===== config.mk =====
export PLATFORM = sky130hd
export DESIGN_NAME = clk_wiz_0_lock_monitor
export DESIGN_NICKNAME = d
export VERILOG_FILES = /design/src/rtl/clk_wiz_0_lock_monitor.sv
export SDC_FILE = /design/constraint.sdc
export NUM_CORES = 1
export LEC_CHECK = 0
export BUFFER_PORTS_ARGS = -buffer_cell sky130_fd_sc_hd__buf_2
export CAP_MARGIN = 20
export CORE_UTILIZATION = 50
export DETAILED_ROUTE_END_ITERATION = 7
export GPL_ROUTABILITY_DRIVEN = 0
export PLACE_DENSITY_LB_ADDON = 0.3
export SKIP_CTS_REPAIR_TIMING = 1
export SYNTH_ARGS = -nofsm -noshare
export SYNTH_HDL_FRONTEND = slang
export SYNTH_SLANG_ARGS = --single-unit
export TNS_END_PERCENT = 100

===== constraint.sdc =====
create_clock -name clk -period 2.55 [get_ports clk]
set_input_delay 0.1275 -clock clk [delete_from_list [all_inputs] [get_ports clk]]
set_output_delay 0.1275 -clock clk [all_outputs]
set_load 0.005 [all_outputs]

===== src/rtl/clk_wiz_0_lock_monitor.sv =====
// clk_wiz_0_lock_monitor
// Qualifies the MMCM lock status in the clk_out1 domain and issues a clean
// synchronous reset plus ready flag to downstream logic. Lock losses seen
// while running are counted in a saturating counter.
//
// Optional build macro: LOCK_MON_TIMEOUT_EN
//   When defined, adds parameter TIMEOUT_CYCLES and output port timeout,
//   a sticky flag raised when the monitor waits too long for lock.
module clk_wiz_0_lock_monitor #(
    parameter int SYNC_STAGES     = 2,
    parameter int STABLE_CYCLES   = 1024,
    parameter int RST_HOLD_CYCLES = 16,
    parameter int CNT_W           = 8
`ifdef LOCK_MON_TIMEOUT_EN
    ,
    parameter int TIMEOUT_CYCLES  = 65536
`endif
) (
    input  logic             clk,
    input  logic             reset,
    input  logic             locked,
    input  logic             input_clk_stopped,
    input  logic             counter_reset,
    output logic             rst_out,
    output logic             ready,
    output logic [CNT_W-1:0] lock_loss_count,
    output logic [1:0]       state
`ifdef LOCK_MON_TIMEOUT_EN
    ,
    output logic             timeout
`endif
);

    // Shared settle/hold counter must reach the larger of the two windows.
    localparam int MAX_CYC = (STABLE_CYCLES > RST_HOLD_CYCLES) ? STABLE_CYCLES : RST_HOLD_CYCLES;
    localparam int CW      = (MAX_CYC > 1) ? $clog2(MAX_CYC) : 1;

    localparam logic [CW-1:0]    STABLE_LAST = CW'(STABLE_CYCLES - 1);
    localparam logic [CW-1:0]    HOLD_LAST   = CW'(RST_HOLD_CYCLES - 1);
    localparam logic [CNT_W-1:0] LOSS_MAX    = '1;

    typedef enum logic [1:0] {
        WAIT_LOCK = 2'b00,
        SETTLE    = 2'b01,
        HOLD_RST  = 2'b10,
        RUN       = 2'b11
    } state_t;

    state_t           state_reg, state_next;
    logic [CW-1:0]    cnt_reg, cnt_next;
    logic [CNT_W-1:0] loss_reg, loss_next;

    logic [SYNC_STAGES-1:0] locked_sync_reg;
    logic [SYNC_STAGES-1:0] stopped_sync_reg;
    logic                   lock_ok;

    // Synchroniser chains: stage 0 samples the asynchronous pin, later stages
    // shift it along so metastability resolves before the FSM sees it.
    genvar gi;
    generate
        for (gi = 0; gi < SYNC_STAGES; gi++) begin : g_sync
            if (gi == 0) begin : g_first
                // First stage captures the raw asynchronous status.
                always_ff @(posedge clk or posedge reset) begin
                    if (reset) begin
                        locked_sync_reg[gi]  <= 1'b0;
                        stopped_sync_reg[gi] <= 1'b0;
                    end else begin
                        locked_sync_reg[gi]  <= locked;
                        stopped_sync_reg[gi] <= input_clk_stopped;
                    end
                end
            end else begin : g_next
                // Later stages copy the previous stage.
                always_ff @(posedge clk or posedge reset) begin
                    if (reset) begin
                        locked_sync_reg[gi]  <= 1'b0;
                        stopped_sync_reg[gi] <= 1'b0;
                    end else begin
                        locked_sync_reg[gi]  <= locked_sync_reg[gi-1];
                        stopped_sync_reg[gi] <= stopped_sync_reg[gi-1];
                    end
                end
            end
        end
    endgenerate

    assign lock_ok = locked_sync_reg[SYNC_STAGES-1] & ~stopped_sync_reg[SYNC_STAGES-1];

    // State, window counter and loss counter registers.
    always_ff @(posedge clk or posedge reset) begin
        if (reset) begin
            state_reg <= WAIT_LOCK;
            cnt_reg   <= '0;
            loss_reg  <= '0;
        end else begin
            state_reg <= state_next;
            cnt_reg   <= cnt_next;
            loss_reg  <= loss_next;
        end
    end

    // Next-state logic; a lock drop always takes priority over counter_reset.
    always_comb begin
        state_next = state_reg;
        cnt_next   = cnt_reg;
        loss_next  = loss_reg;
        case (state_reg)
            WAIT_LOCK: begin
                if (lock_ok) begin
                    state_next = SETTLE;
                    cnt_next   = '0;
                end
            end
            SETTLE: begin
                if (!lock_ok) begin
                    state_next = WAIT_LOCK;
                    cnt_next   = '0;
                end else if (cnt_reg == STABLE_LAST) begin
                    state_next = HOLD_RST;
                    cnt_next   = '0;
                end else begin
                    cnt_next = cnt_reg + CW'(1);
                end
            end
            HOLD_RST: begin
                if (!lock_ok) begin
                    state_next = WAIT_LOCK;
                    cnt_next   = '0;
                end else if (counter_reset) begin
                    cnt_next = '0;
                end else if (cnt_reg == HOLD_LAST) begin
                    state_next = RUN;
                    cnt_next   = '0;
                end else begin
                    cnt_next = cnt_reg + CW'(1);
                end
            end
            RUN: begin
                if (!lock_ok) begin
                    state_next = WAIT_LOCK;
                    cnt_next   = '0;
                    if (loss_reg != LOSS_MAX) begin
                        loss_next = loss_reg + CNT_W'(1);
                    end
                end else if (counter_reset) begin
                    state_next = HOLD_RST;
                    cnt_next   = '0;
                end
            end
            default: begin
                state_next = WAIT_LOCK;
                cnt_next   = '0;
            end
        endcase
    end

    assign rst_out         = (state_reg != RUN);
    assign ready           = (state_reg == RUN);
    assign lock_loss_count = loss_reg;
    assign state           = state_reg;

`ifdef LOCK_MON_TIMEOUT_EN
    localparam int            TW      = (TIMEOUT_CYCLES > 1) ? $clog2(TIMEOUT_CYCLES) : 1;
    localparam logic [TW-1:0] TO_LAST = TW'(TIMEOUT_CYCLES - 1);

    logic [TW-1:0] tcnt_reg;
    logic          timeout_reg;

    // Wait-for-lock watchdog: counts only in WAIT_LOCK, flag is sticky until
    // the monitor reaches RUN again.
    always_ff @(posedge clk or posedge reset) begin
        if (reset) begin
            tcnt_reg    <= '0;
            timeout_reg <= 1'b0;
        end else begin
            if (state_reg == WAIT_LOCK) begin
                if (tcnt_reg == TO_LAST) begin
                    timeout_reg <= 1'b1;
                end else begin
                    tcnt_reg <= tcnt_reg + TW'(1);
                end
            end else begin
                tcnt_reg <= '0;
            end
            if (state_next == RUN && state_reg != RUN) begin
                timeout_reg <= 1'b0;
            end
        end
    end

    assign timeout = timeout_reg;
`endif

endmodule

==> flow_metrics.tcl, run 1 <==
set metrics [dict create \
    fin_cells 179 \
    syn_area_um2 1290 \
    status "finished, violations left" \
    vias_per_cell 5.82 \
    crit_path_max_fanout 10 \
    cts.path.max_buffers 2 \
    max_freq_ghz 0.459 \
    ys_warn_count 0 \
    synthCells 127 \
    critPathKind "register to register" \
    core_um2 2450 \
    most-common-layout-cells "dfrtp_1 (24), buf_2 (16), nand2_1 (14), nand3_1 (9), o21ai_0 (9)" \
    ys_seq_area_share_pct 46.6 \
    grt.overflow.total 0 \
    finalHoldViolCount 22 \
    dp_hpwl_mm 1.87 \
    portBuffers 16 \
    maxCapViolCount 0 \
    rows 18 \
    powerDensity_nw_per_um2 697 \
    max_slew_margin_pct 39.7 \
    post-route-drc-count 0 \
    rsz0062_at_grt "no" \
    initial_core_util_pct 52.5 \
    end_kind "register" \
    antenna_found_initial 0 \
    wl_per_cell_um 14.1 \
    fin_tns_setup_ns 0 \
    avgSynthCellArea_um2 10.2 \
    grt_first_pass_wirelength_mm 3.98 \
    grt_usage_pct 20.0 \
    synth.distinct_cells 40 \
    vias 1042 \
    hold_class "primary input to async pin" \
    clock_sinks 24 \
    tritoncts "done" \
    critPathTopFamily "simple AND/OR/NAND/NOR gates" \
    final_common_cell "dfrtp_1" \
    combPwrFrac_pct 34.5 \
    wl_mm 2.52 \
    slew_viol_final 0 \
    drt_iter0_drc 22 \
    crit_chain "or4_1 > or4_4 > a22oi_4 > nand2b_1 > o311ai_1" \
    io_pins 17 \
    ant_nets 0 \
    num_antenna_cells 0 \
    clock-skew-final_ns 0.00522 \
    critical_path.max_stage_delay_ns 0.51 \
    grt_pass1_vias 923 \
    p_int_uw 662 \
    whs_ns -0.0116 \
    grt_max_degree 25 \
    die_h_um 52.8 \
    htree_levels 1 \
    p_leak_nw 0.684 \
    placed_cells 173 \
    violations "hold timing" \
    finalSetupViolations 0 \
    worstSkewPairLatency_ns 0.31 \
    start_kind "register" \
    period_share_pct 85.4 \
    dieArea_um2 2790 \
    power_frac_seq_pct 45.9 \
    largest_reg_flops 10 \
    root_buffer "clkbuf_4" \
    pwr-share-clk_pct 19.6 \
    cp_slowest_cell "or4_1" \
    final_layout_size_suffix_gt1_share_pct 20.8 \
    cp.buffers_inverters 0 \
    synthToLayoutAreaGrowth_pct 13.8 \
    ir_worst_vdd_uv 536 \
    yosys_register_bits 24 \
    switchingPower_uw 361 \
    worstMarginPinSlew_ns 0.904 \
    cts_buffers 3 \
    arrival_ns 2.38 \
    drtPass1Iterations 4 \
    synth_nets 139 \
    cts.clk_slew.worst_paths_ns 0.13 \
    crit_required_ns 2.75 \
    period_needed_ns 2.18 \
    p_sw_share_pct 35.3 \
    nets 162 \
    die_w_um 52.8 \
]
## path summary, 6_finish.rpt
path | from | end | slack [ns] | cells past startpoint
max | cnt_reg[6] | cnt_reg[6] | 0.37 | 5
min | reset | cnt_reg[9] | -0.01 | 2
max reg2reg | cnt_reg[6] | cnt_reg[6] | 0.37 | 5
min reg2reg | stopped_sync_reg[0] | stopped_sync_reg[1] | 0.36 | 0
max in group asynchronous | reset | cnt_reg[4] | 2.01 | 2
min in group clk | counter_reset | state[1] | 0.23 | 4
## worst reg2reg max path, delay by kind of cell, from the launching register on
kind | cells | cell delay [ns]
AO/OA/AOI/OAI | 2 | 0.44
flip-flops | 1 | 0.45
AND/OR/NAND/NOR | 3 | 1.18
## logic make-up (layout without fill, tap and decap cells)
logic type               count (synthesis)  after routing  synth area share (%)
XOR/XNOR                                 7              7                  4.75
multiplexers                             2              2                  1.65
flip-flops                              24             24                  46.6
buffers and inverters                    5             27                  1.45
AO/OA/AOI/OAI                           26             26                  14.5
AND/OR/NAND/NOR                         56             56                  24.2
adder cells (fa/ha/maj)                  7              7                  6.79
## cell usage after synthesis
cell | number | area share (%)
and3_1 | 4 | 1.9
inv_1 | 4 | 1.2
nand3_1 | 9 | 3.5
o21ai_1 | 1 | 0.39
nor4_1 | 1 | 0.49
a2bb2oi_1 | 1 | 0.68
a22o_1 | 3 | 2.0
nor2_1 | 3 | 0.87
ha_1 | 7 | 6.8
nor2b_1 | 3 | 1.5
xnor2_1 | 6 | 4.1
and3_2 | 2 | 1.2
o211ai_1 | 1 | 0.58
and4b_2 | 1 | 0.87
xor2_1 | 1 | 0.68
mux2i_1 | 1 | 0.78
or4_1 | 2 | 1.2
mux2_2 | 1 | 0.87
o2bb2ai_1 | 1 | 0.68
a22oi_4 | 1 | 1.6
o311ai_1 | 1 | 0.68
and2_1 | 1 | 0.49
a21o_1 | 1 | 0.58
o21ai_2 | 1 | 0.68
nand2_1 | 14 | 4.1
a21oi_1 | 3 | 1.2
nand4_1 | 3 | 1.5
nor2_2 | 1 | 0.49
dfrtp_1 | 24 | 47
nor3b_1 | 1 | 0.58
or3_2 | 1 | 0.58
nand3b_1 | 1 | 0.58
o31ai_1 | 2 | 1.2
and2b_2 | 1 | 0.68
o21ai_0 | 9 | 3.5
clkbuf_1 | 1 | 0.29
o32a_1 | 1 | 0.78
nand2b_1 | 3 | 1.5
nor3_1 | 4 | 1.6
or4_4 | 1 | 0.87
## per-layer routing
layer,share of wire (%),vias to the layer above,track usage [%]
met5,0,-,0
li1,-,507,-
met4,0.99,0,7.89
met3,3.3,4,3.77
met2,49,26,32.5
met1,46,505,26.0
## power by group through the flow
stage / Combinational [mW] / Sequential (mW) / Clock [mW]
global route: 0.395 / 0.478 / 0.217
floorplan: 0.225 / 0.474 / 0
CTS: 0.351 / 0.471 / 0.204
global placement: 0.328 / 0.473 / 0
detailed placement: 0.348 / 0.478 / 0
finish: 0.353 / 0.469 / 0.201
## metrics by stage
step           setup WS [ns]  hold slack (ns)  total power [mW]  area (um^2)  util (%)
2_1_floorplan          0.514            0.142             0.698         1290         -
3_3_place_gp           0.436            0.237             0.801         1410      57.5
3_5_place_dp           0.393            0.237             0.826         1410      57.5
4_1_cts                0.369          -0.0950              1.03         1450      59.0
5_1_grt                0.257           0.0895              1.09         1470      59.8
6_report               0.372          -0.0116              1.02         1470      59.8
## final cells by class
class	count	area (um^2)
inverter	4	15.0
multi-input combinational	98	671
fill	213	987
clock buffer	4	36.3
tap	30	37.5
timing repair buffer	19	108
sequential	24	601
Power figures use the tool's default switching activity.
==> run 2, diff against run 1 <==
- REMOVE_ABC_BUFFERS: unset -> 1
- TNS_END_PERCENT: 100 -> 10
==> flow_metrics.tcl, run 2 (synthesized netlist as in run 1, its figures left out) <==
set metrics [dict create \
    status "finished, violations left" \
    violations "hold timing" \
    finalHoldViolCount 24 \
    root_buffer "clkbuf_4" \
    clock-skew-final_ns 0.00619 \
    max_freq_ghz 0.455 \
    cts_buffers 3 \
    grt_max_degree 25 \
    grt_usage_pct 20.7 \
    worstSkewPairLatency_ns 0.31 \
    portBuffers 16 \
    most-common-layout-cells "dfrtp_1 (24), buf_2 (16), nand2_1 (14), nand3_1 (9), o21ai_0 (9)" \
    wl_mm 2.50 \
    maxCapViolCount 0 \
    antenna_found_initial 0 \
    cp_slowest_cell "or4_1" \
    ir_worst_vdd_uv 500 \
    crit_required_ns 2.74 \
    rsz0062_at_grt "no" \
    hold_class "primary input to async pin" \
    grt_first_pass_wirelength_mm 4.11 \
    nets 162 \
    synthToLayoutAreaGrowth_pct 15.0 \
    drtPass1Iterations 4 \
    end_kind "register" \
    crit_path_max_fanout 10 \
    num_antenna_cells 0 \
    htree_levels 1 \
    cts.clk_slew.worst_paths_ns 0.14 \
    crit_chain "or4_1 > or4_4 > a22oi_4 > nand2b_1 > o311ai_1" \
    period_needed_ns 2.20 \
    powerDensity_nw_per_um2 731 \
    fin_tns_setup_ns 0 \
    rows 18 \
    die_w_um 52.8 \
    largest_reg_flops 10 \
    p_leak_nw 0.691 \
    post-route-drc-count 0 \
    dp_hpwl_mm 1.89 \
    final_common_cell "dfrtp_1" \
    dieArea_um2 2790 \
    die_h_um 52.8 \
    final_layout_size_suffix_gt1_share_pct 20.8 \
    period_share_pct 86.1 \
    grt.overflow.total 0 \
    critPathKind "register to register" \
    finalSetupViolations 0 \
    whs_ns -0.0271 \
    vias_per_cell 5.85 \
    grt_pass1_vias 937 \
    io_pins 17 \
    fillers 214 \
    ant_nets 0 \
    wl_per_cell_um 14.0 \
    arrival_ns 2.39 \
    max_slew_margin_pct 41.8 \
    vias 1047 \
    initial_core_util_pct 52.5 \
    start_kind "register" \
    critical_path.max_stage_delay_ns 0.51 \
    tritoncts "done" \
    slew_viol_final 0 \
    drt_iter0_drc 21 \
    worstMarginPinSlew_ns 0.872 \
    cts.path.max_buffers 2 \
    fin_total_pwr_mw 1.09 \
    clock_sinks 24 \
    core_um2 2450 \
]
-- run 2: cell count changes in the layout (fill, tap and decap cells not counted), sizes merged --
cell and change:
bufinv +1, clkbuf -1
-- run 2: worst paths after layout --
kind / start / to / slack, ns / cells past startpoint
worst max-delay path: cnt_reg[6] / cnt_reg[6] / 0.35 / 5
worst min-delay path: reset / locked_sync_reg[0] / -0.03 / 2
worst max register to register: cnt_reg[6] / cnt_reg[6] / 0.35 / 5
worst min register to register: locked_sync_reg[0] / locked_sync_reg[1] / 0.37 / 0
max in group asynchronous: reset / cnt_reg[9] / 2.04 / 2
min in group clk: counter_reset / state[1] / 0.23 / 4
-- run 2: cell type report --
cell class                      instances  area [um^2]  share of cell area, %
Multi-Input combinational cell         98          671                   45.2
Sequential cell                        24          601                   40.5
Timing Repair Buffer                   19          108                   7.25
Tap cell                               30         37.5                   2.53
Clock inverter                          1         30.0                   2.02
Clock buffer                            3         22.5                   1.52
Inverter                                4         15.0                   1.01
-- run 2: metal layers --
| layer | GRT usage [%] | up-vias | part of all wire, % | wire length, um |
|---|---|---|---|---|
| li1 | - | 505 | - | - |
| met1 | 27.7 | 513 | 46 | 1140 |
| met2 | 33.5 | 27 | 50 | 1260 |
| met3 | 2.61 | 2 | 3.5 | 87 |
| met4 | 8.33 | 0 | 0.76 | 19 |
| met5 | 0 | - | 0 | 0 |
-- run 2: worst max-delay path: cells and delay by family, from the launching register on --
kind / cells / cell delay (ns)
DFF: 1 / 0.45
and+or+nand+nor: 3 / 1.18
AOI/OAI and AO/OA: 2 / 0.44
-- run 2: through the flow --
stage               util (%)  instances  worst slack (ns)  area (um^2)
global route            60.4        179             0.272         1480
detailed placement      57.5        173             0.378         1410
finish                  60.4        179             0.354         1480
global placement        57.5        173             0.442         1410
floorplan                  -        126             0.514         1290
CTS                     59.6        177             0.359         1460
-- run 2: report_power, final --
part           internal [mW]  switching (mW)  leakage [nW]
sequential             0.422          0.0477         0.320
clock                  0.159           0.115        0.0279
combinational          0.150           0.191         0.343
total                  0.732           0.354         0.691
==> run 3, diff against run 2 <==
- ABC_AREA: unset -> 1
- GPL_ROUTABILITY_DRIVEN: 0 -> 1
==> flow_metrics.tcl, run 3 <==
set metrics [dict create \
    status "finished, violations left" \
    violations "hold timing" \
    post-route-drc-count 0 \
    dieArea_um2 3080 \
    htree_levels 1 \
    clock-skew-final_ns 0.00376 \
    nets 200 \
    maxCapViolCount 0 \
    final_common_cell "nand2_1" \
    crit_chain "ha_1 > inv_1 > o21ai_1 > nand2_2 > inv_1 > nor2_2 > nand3_4 > nand2_1 > o21ai_1" \
    rows 19 \
    syn_area_um2 1430 \
    die_h_um 55.5 \
    avgSynthCellArea_um2 8.56 \
    clock_sinks 24 \
    synthToLayoutAreaGrowth_pct 10.7 \
    portBuffers 16 \
    crit_path_max_fanout 21 \
    arrival_ns 2.04 \
    start_kind "register" \
    timing.rr.start "state[0]" \
    hold_class "primary input to async pin" \
    gp_congestion 0.796 \
    tritoncts "done" \
    synthCells 167 \
    largest_reg_flops 10 \
    finalSetupViolations 0 \
    r2r.worst_path.cells 9 \
    io_pins 17 \
    cts.clk_slew.worst_paths_ns 0.12 \
    yosysTopAreaCellShare_pct 42.0 \
    period_needed_ns 1.84 \
    cts_buffers 3 \
    ys_warn_count 0 \
    fin_tns_setup_ns 0 \
    critPathKind "register to register" \
    drtPass1Iterations 4 \
    end_kind "register" \
    p_leak_nw 0.785 \
    root_buffer "clkbuf_4" \
    wl_per_cell_um 11.0 \
    startpoint "state[0]" \
    worstSkewPairLatency_ns 0.31 \
    num_antenna_cells 0 \
    die_w_um 55.5 \
    slew_viol_final 0 \
    synthArstFlopShare_pct 100 \
    fillers 252 \
    ys_seq_area_share_pct 42.0 \
    ir_worst_vdd_uv 679 \
    initial_core_util_pct 52.3 \
    dp_hpwl_mm 1.86 \
    whs_ns -0.0310 \
    fin_total_pwr_uw 992 \
    rr_endpoint "state[1]" \
    max_slew_margin_pct 42.8 \
    synth_area_leaders "dfrtp_1 (42%), nand2_1 (12%), ha_1 (6.1%)" \
    vias 1094 \
    antenna_found_initial 0 \
    grt_first_pass_wirelength_mm 4.13 \
    synth-edff-count 0 \
    synth.distinct_cells 27 \
    most-common-layout-cells "nand2_1 (45), dfrtp_1 (24), inv_1 (20), buf_2 (16), nor2_1 (12)" \
    worstMarginPinSlew_ns 0.857 \
    reg2reg_slack_ns 0.71 \
    ant_nets 0 \
    synth.most_common_cell "nand2_1" \
    grt.overflow.total 0 \
    wl_mm 2.39 \
    cp_slowest_cell "dfrtp_1" \
    regArea_um2 601 \
    ys.flop_type "dfrtp_1" \
    crit_required_ns 2.75 \
    grt_max_degree 25 \
    drt_iter0_drc 44 \
    yosys.area.top_type "dfrtp_1" \
    multi_input_area_um2 719 \
    core_um2 2730 \
    powerDensity_nw_per_um2 627 \
    critical_path.max_stage_delay_ns 0.45 \
    grt_pass1_vias 986 \
    grt_usage_pct 16.8 \
    vias_per_cell 5.02 \
    period_share_pct 72.2 \
    cts.path.max_buffers 2 \
    yosys_register_bits 24 \
    max_freq_ghz 0.543 \
    finalHoldViolCount 24 \
    synth_commonest_cells "nand2_1 (45), dfrtp_1 (24), inv_1 (20)" \
    final_layout_size_suffix_gt1_share_pct 23.5 \
    rsz0062_at_grt "no" \
]
-- run 3: cell types whose count changed in the layout (fill, tap and decap cells not counted), moves of 6 or more --
cell | before | now
nand2_1 | 14 | 45
inv_1 | 4 | 20
nor2_1 | 3 | 12
o21ai_0 | 9 | 0
a21oi_2 | 0 | 7
xor2_1 | 1 | 8
nand3_1 | 9 | 3
-- run 3: cells by family after synthesis --
logic type      count (synthesis)  synth area share [%]
compound gates                 16                  8.76
buf+inv                        25                  7.62
flops                          24                  42.0
xor+xnor                       11                  6.74
fa+ha+maj                       7                  6.13
simple gates                   84                  28.7
-- run 3: final cells by class --
type / instances / area share (%)
clock buffers: 4 / 2.29
inverters: 23 / 5.46
multi-input cells: 118 / 45.5
flip-flops and latches: 24 / 38.0
well taps: 31 / 2.45
repair buffers: 18 / 6.33
-- run 3: critical path, delay by kind of cell, from the launching register on --
kind,cells,cell delay [ns]
and+or+nand+nor,4,0.66
DFF,1,0.45
buffers and inverters,2,0.25
adders and majority gates,1,0.24
AOI/OAI and AO/OA,2,0.14
-- run 3: worst max-delay path by stage --
stage	endpoint	cells after the start
after global routing	state[1]	10
final	state[1]	9
after global placement	state[1]	9
after CTS	state[1]	9
after floorplan	state[1]	9
after detailed placement	state[1]	9
-- run 3: through the flow --
| stage | cell area [um^2] | worst slack, ns | utilization, % | cells |
|---|---|---|---|---|
| 6_report | 1580 | 0.709 | 57.8 | 218 |
| 5_1_grt | 1580 | 0.549 | 57.8 | 218 |
| 4_1_cts | 1560 | 0.701 | 57.1 | 216 |
| 3_5_place_dp | 1530 | 0.725 | 55.8 | 212 |
| 3_3_place_gp | 1530 | 0.807 | 55.8 | 212 |
| 2_1_floorplan | 1410 | 0.860 | - | 165 |
-- run 3: power by group --
group          leakage (nW)  internal [mW]  switching, mW
registers             0.322          0.417         0.0397
clock network        0.0210         0.0872          0.107
logic                 0.443          0.123          0.219
-- run 3: routing by layer --
metal	vias to the layer above	wire length, um	global-route usage (%)
li1	564	-	-
met4	0	29	5.36
met3	4	74	2.81
met2	19	1160	29.3
met5	-	0	0
met1	507	1130	21.4
